--- src/rtl/bus85_ctrl.sv ---
// core85 bus controller: address latch, strobe decode, READY wait-state insertion, HOLD/HLDA DMA arbiter.
// Latency: strobes/ready combinational from pins; lat_addr one edge after ALE; hold/dma_gnt registered, one edge per arbiter step.
// Backpressure: core is stalled via ready=0 for the programmed Tw count; DMA requests are held off during release and the gap window.
module bus85_ctrl #(
  parameter int DATASIZE = 8,
  parameter int ADDRSIZE = 16,
  parameter int MEMWAIT  = 1,
  parameter int IOWAIT   = 2,
  parameter logic [ADDRSIZE-DATASIZE-1:0] SLOWBASE = 8'hE0,
  parameter int HOLDGAP  = 4
) (
  input  logic                         i_clk,
  input  logic                         i_rst_,
  input  logic                         i_ale,
  input  logic                         i_iom_,
  input  logic                         i_rd_,
  input  logic                         i_wr_,
  input  logic [ADDRSIZE-DATASIZE-1:0] i_addr,
  input  logic [DATASIZE-1:0]          i_addrdata,
  input  logic                         i_hlda,
  output logic                         o_ready,
  output logic                         o_hold,
  output logic [ADDRSIZE-1:0]          o_lat_addr,
  output logic                         o_mem_rd,
  output logic                         o_mem_wr,
  output logic                         o_io_rd,
  output logic                         o_io_wr,
  input  logic                         i_dma_req,
  output logic                         o_dma_gnt
);

  localparam int WMAX = (IOWAIT > MEMWAIT) ? IOWAIT : MEMWAIT;
  localparam int WCW  = (WMAX < 2) ? 1 : $clog2(WMAX + 1);
  localparam int GCW  = (HOLDGAP < 2) ? 1 : $clog2(HOLDGAP + 1);

  localparam logic [WCW-1:0] W_IO   = WCW'(IOWAIT);
  localparam logic [WCW-1:0] W_MEM  = WCW'(MEMWAIT);
  localparam logic [WCW-1:0] W_ONE  = WCW'(1);
  localparam logic [GCW-1:0] G_LOAD = GCW'(HOLDGAP);
  localparam logic [GCW-1:0] G_ONE  = GCW'(1);

  typedef enum logic [2:0] {
    S_IDLE  = 3'd0,
    S_HREQ  = 3'd1,
    S_GRANT = 3'd2,
    S_REL   = 3'd3,
    S_GAP   = 3'd4
  } arb_t;

  logic [ADDRSIZE-1:0] r_lat_addr;
  logic                r_io_flag;
  logic [WCW-1:0]      r_wcnt;
  arb_t                r_state;
  logic [GCW-1:0]      r_gcnt;
  logic                r_hold;
  logic                r_dma_gnt;

  logic w_cyc_act;
  logic w_wait;

  // A bus cycle is in its data phase whenever either strobe pin is low;
  // it is stretched while wait states remain.
  assign w_cyc_act = ~i_rd_ | ~i_wr_;
  assign w_wait    = w_cyc_act & (r_wcnt != '0);

  assign o_ready    = ~w_wait;
  assign o_hold     = r_hold;
  assign o_dma_gnt  = r_dma_gnt;
  assign o_lat_addr = r_lat_addr;

  // Decoded strobes; the DMA master owns the fabric while granted, so the core's strobes are masked.
  assign o_mem_rd = ~i_rd_ & ~r_io_flag & ~r_dma_gnt;
  assign o_mem_wr = ~i_wr_ & ~r_io_flag & ~r_dma_gnt;
  assign o_io_rd  = ~i_rd_ &  r_io_flag & ~r_dma_gnt;
  assign o_io_wr  = ~i_wr_ &  r_io_flag & ~r_dma_gnt;

  // Address latch and wait-state counter; a new ALE reloads even if an aborted cycle left waits pending.
  always_ff @(posedge i_clk) begin
    if (!i_rst_) begin
      r_lat_addr <= '0;
      r_io_flag  <= 1'b0;
      r_wcnt     <= '0;
    end else if (i_ale) begin
      r_lat_addr <= {i_addr, i_addrdata};
      r_io_flag  <= i_iom_;
      if (i_iom_)
        r_wcnt <= W_IO;
      else if (i_addr >= SLOWBASE)
        r_wcnt <= W_MEM;
      else
        r_wcnt <= '0;
    end else if (w_wait) begin
      r_wcnt <= r_wcnt - W_ONE;
    end
  end

  // HOLD/HLDA arbiter with a guaranteed gap handed back to the core between grants.
  always_ff @(posedge i_clk) begin
    if (!i_rst_) begin
      r_state   <= S_IDLE;
      r_gcnt    <= '0;
      r_hold    <= 1'b0;
      r_dma_gnt <= 1'b0;
    end else begin
      case (r_state)
        S_IDLE: begin
          if (i_dma_req && (r_gcnt == '0)) begin
            r_hold  <= 1'b1;
            r_state <= S_HREQ;
          end
        end
        S_HREQ: begin
          // An acknowledge that arrives is honoured first; a withdrawn request then releases from GRANT.
          if (i_hlda) begin
            r_dma_gnt <= 1'b1;
            r_state   <= S_GRANT;
          end else if (!i_dma_req) begin
            r_hold  <= 1'b0;
            r_state <= S_REL;
          end
        end
        S_GRANT: begin
          if (!i_dma_req) begin
            r_hold    <= 1'b0;
            r_dma_gnt <= 1'b0;
            r_state   <= S_REL;
          end
        end
        S_REL: begin
          if (!i_hlda) begin
            r_gcnt  <= G_LOAD;
            r_state <= S_GAP;
          end
        end
        S_GAP: begin
          if (r_gcnt <= G_ONE) begin
            r_gcnt  <= '0;
            r_state <= S_IDLE;
          end else begin
            r_gcnt <= r_gcnt - G_ONE;
          end
        end
        default: begin
          r_state   <= S_IDLE;
          r_gcnt    <= '0;
          r_hold    <= 1'b0;
          r_dma_gnt <= 1'b0;
        end
      endcase
    end
  end

endmodule

--- config.mk ---
export PLATFORM = sky130hd
export DESIGN_NAME = bus85_ctrl
export DESIGN_NICKNAME = d
export VERILOG_FILES = /design/src/rtl/bus85_ctrl.sv
export SDC_FILE = /design/constraint.sdc
export NUM_CORES = 1
export LEC_CHECK = 0
export ABC_AREA = 1
export ABC_CLOCK_PERIOD_IN_PS = 1000
export CAP_MARGIN = 10
export CORE_MARGIN = 2
export CORE_UTILIZATION = 39
export CTS_CLUSTER_SIZE = 25
export DETAILED_ROUTE_END_ITERATION = 10
export PLACE_DENSITY = 0.79
export SYNTH_ARGS = -nofsm -noshare
export SYNTH_HDL_FRONTEND = slang
export SYNTH_SLANG_ARGS = --single-unit
--- constraint.sdc ---
create_clock -name i_clk -period 1 [get_ports i_clk]
set_input_delay 0.3 -clock i_clk [delete_from_list [all_inputs] [get_ports i_clk]]
set_output_delay 0.3 -clock i_clk [all_outputs]
set_load 0.02 [all_outputs]
==> flow_summary_export.csv <==
group,metric,value,unit
yosys,syn_avg_cell_area,6.89,um^2
finish,final_cell_area,2190,um^2
finish,final_nets,275,
critical_path,rr_startpoint,"r_gcnt[1]",
sta,fmax,0.710,GHz
sta,fin_skew,0.00136,ns
yosys,synth_nets,207,
cts,cts_sinks,27,
critical_path,cp.arrival,1.11,ns
sta,period_share,141,%
cts,postCtsHoldBufs,0,
global_routing,grt_overflow,0,
sta,setup_viol,32,
cts,tritoncts,"yes",
global_routing,antenna_found_initial,0,
yosys,synth-seq-cells,27,
global_routing,grt.total_usage,19.5,%
routing,dr.first_iter.drc_count,52,
critical_path,cp_data_required_time,0.70,ns
yosys,syn-cell-area,1230,um^2
power,worst_ir_drop_vdd,0.897,mV
cts,cts-root-buf,"clkbuf_4",
finish,fillCellCount,250,
placement,gp_congestion,0.822,
die,start_util,40.7,%
routing,post_drt_wl_per_cell,11.1,um
die,num_rows,20,
min_path,hold_path_class,"input port to flip-flop",
die,die_y,60.2,um
routing,routed_via_density,4.73,
die,fp.coreArea,3030,um^2
global_routing,grt_pass1_vias,1335,
sta,fin_ws,-0.408,ns
critical_path,critPathLaunchType,"flip-flop",
routing,num_vias,1372,
yosys,synth-compound-area-share,13.0,%
critical_path,critPathMaxFanout,2,
sta,relSlewSlack,78.4,%
status,violations,"negative setup slack",
placement,place_hpwl,2.21,mm
cts,clk_pin_slew,0.15,ns
routing,wirelength,3.21,mm
min_path,worstHoldStart,"i_ale",
global_routing,grt_max_degree,17,
yosys,synth_top_family_by_area,"simple AND/OR/NAND/NOR gates",
yosys,synthCells,179,
global_routing,grt_pass1_wl,5.44,mm
finish,drive_above_1_share,44.7,%
status,status,"finished, violations left",
yosys,yosysWarnings,0,
job,drv_cap,0,
yosys,yosys-mux-area-fraction,0,%
yosys,synth_xor_area_share,0,%
routing,post-route-drc-count,0,
die,die_x,60.2,um
yosys,synth_fa_ha_area_share,4.06,%
sta,finalHoldViolations,0,
sta,rsz0062_at_grt,"true",
placement,dpl-instance-area,1930,um^2
die,ios,47,
sta,hold_slack,0.410,ns
die,dieArea,3630,um^2
power,power_density,1360,nW/um^2
sta,finalCriticalPeriod,1.41,ns
cts,htreeDepth,1,
cts,clockBufferDepth,2,
critical_path,cp-startpoint,"r_wcnt[0]",
sta,maxSlewViolCount,0,
yosys,synth-simple-area-share,30.3,%
finish,syn_to_final_growth,78.0,%
power,p_leak,0.00100,uW
routing,first_pass_iters,4,
critical_path,endpoint_kind,"primary output",
critical_path,crit_type,"flip-flop to primary output",
routing,ant_nets,0,
yosys,yosysUniqueCellTypes,21,
yosys,ys_seq_area_share,43.9,%
sta,worst_pin_slew,0.324,ns
cts,cts-buffers-inserted,3,
finish,num_antenna_cells,0,
cts,clkLatencyLatePin,0.33,ns
placement,io_buffer_count,46,
## cell type report
| type | instances | area (um^2) | area share [%] |
|---|---|---|---|
| Clock buffer | 3 | 22.5 | 1.03 |
| Multi-Input combinational cell | 125 | 762 | 34.7 |
| Clock inverter | 1 | 7.51 | 0.342 |
| Tap cell | 44 | 55.1 | 2.51 |
| Timing Repair Buffer | 69 | 667 | 30.4 |
| Inverter | 21 | 91.3 | 4.16 |
| Sequential cell | 27 | 588 | 26.8 |
## per-layer routing
layer  wire (um)  share of wire, %  vias to the layer above  GRT usage, %
met3         158               4.9                        4          3.68
li1            -                 -                      708             -
met2        1650                51                       38          35.2
met5           0                 0                        -             0
met4          36               1.1                        0          7.30
met1        1360                42                      622          22.5
## final timing paths
check / depth (start not counted) / endpoint / slack [ns]
worst max-delay path: 5 / o_ready / -0.41
worst min-delay path: 4 / o_lat_addr[13] / 0.41
worst max register to register: 9 / r_gcnt[0] / -0.17
worst min register to register: 2 / o_lat_addr[13] / 0.49
## cells in the final DEF (no fill, tap or decap), types with 5 or more instances in the layout
cell             instances
nor2_1                  39
nand2_1                 25
buf_6                   25
buf_4                   21
dfxtp_2                 20
clkdlybuf4s50_1         18
o21ai_0                 14
inv_1                   12
a21oi_1                  6
nand3_1                  6
dfxtp_4                  6
inv_2                    5
## cell usage after synthesis (all sizes together)
master | instances | area [um^2]
nor3 | 6 | 30.0
o211ai | 1 | 7.51
nand4 | 3 | 18.8
nand3 | 9 | 45.0
inv | 21 | 78.8
nor2 | 41 | 156
ha | 4 | 50.1
buf | 5 | 26.3
a211oi | 1 | 7.51
a21oi | 8 | 40.0
nand2 | 32 | 123
dfxtp | 27 | 541
o21a | 1 | 7.51
clkbuf | 1 | 3.75
a31oi | 2 | 12.5
o21ai | 17 | 85.1
## registers in the layout (all words and copies together) (netlist names)
signal	cells
o_lat_addr	16
r_state	3
r_io_flag	1
o_hold	1
o_dma_gnt	1
r_wcnt	2
r_gcnt	3
## worst max-delay path, stage by stage (launching register included)
cell	delay (ns)
dfxtp_2	0.36
inv_2	0.05
ha_4	0.14
inv_2	0.05
nand2_4	0.05
buf_6	0.12
## power by group
| group | switching, uW | total [uW] | leakage (uW) | internal, uW |
|---|---|---|---|---|
| clock | 346 | 499 | 0.0000139 | 153 |
| combinational | 576 | 1150 | 0.000752 | 572 |
| sequential | 128 | 1340 | 0.000233 | 1210 |
| total | 1050 | 2980 | 0.00100 | 1930 |
## logic make-up after synthesis
kind of cell | after synthesis
AO/OA/AOI/OAI | 30
buffers and inverters | 27
adder cells (fa/ha/maj) | 4
AND/OR/NAND/NOR | 91
flip-flops | 27
## metrics by stage
stage / util (%) / cells / power, uW / setup slack, ns / TNS [ns]
floorplan: - / 179 / 1850 / -0.0490 / -0.211
global placement: 63.7 / 281 / 2280 / -1.00 / -18.67
detailed placement: 63.7 / 281 / 2290 / -1.01 / -18.91
CTS: 69.1 / 286 / 2890 / -0.420 / -5.13
global route: 72.4 / 290 / 3200 / -0.471 / -6.43
finish: 72.4 / 290 / 2980 / -0.408 / -4.66
## timing repair
| item | in CTS | in global routing |
|---|---|---|
| buffers inserted | 2 | 4 |
| pin swaps | 17 | 15 |
| resized for setup | 188 | 21 |
| hold endpoints to repair | 0 | 0 |
| setup endpoints to repair | 33 | 45 |
No activity file was read; power rests on OpenSTA's default activity.
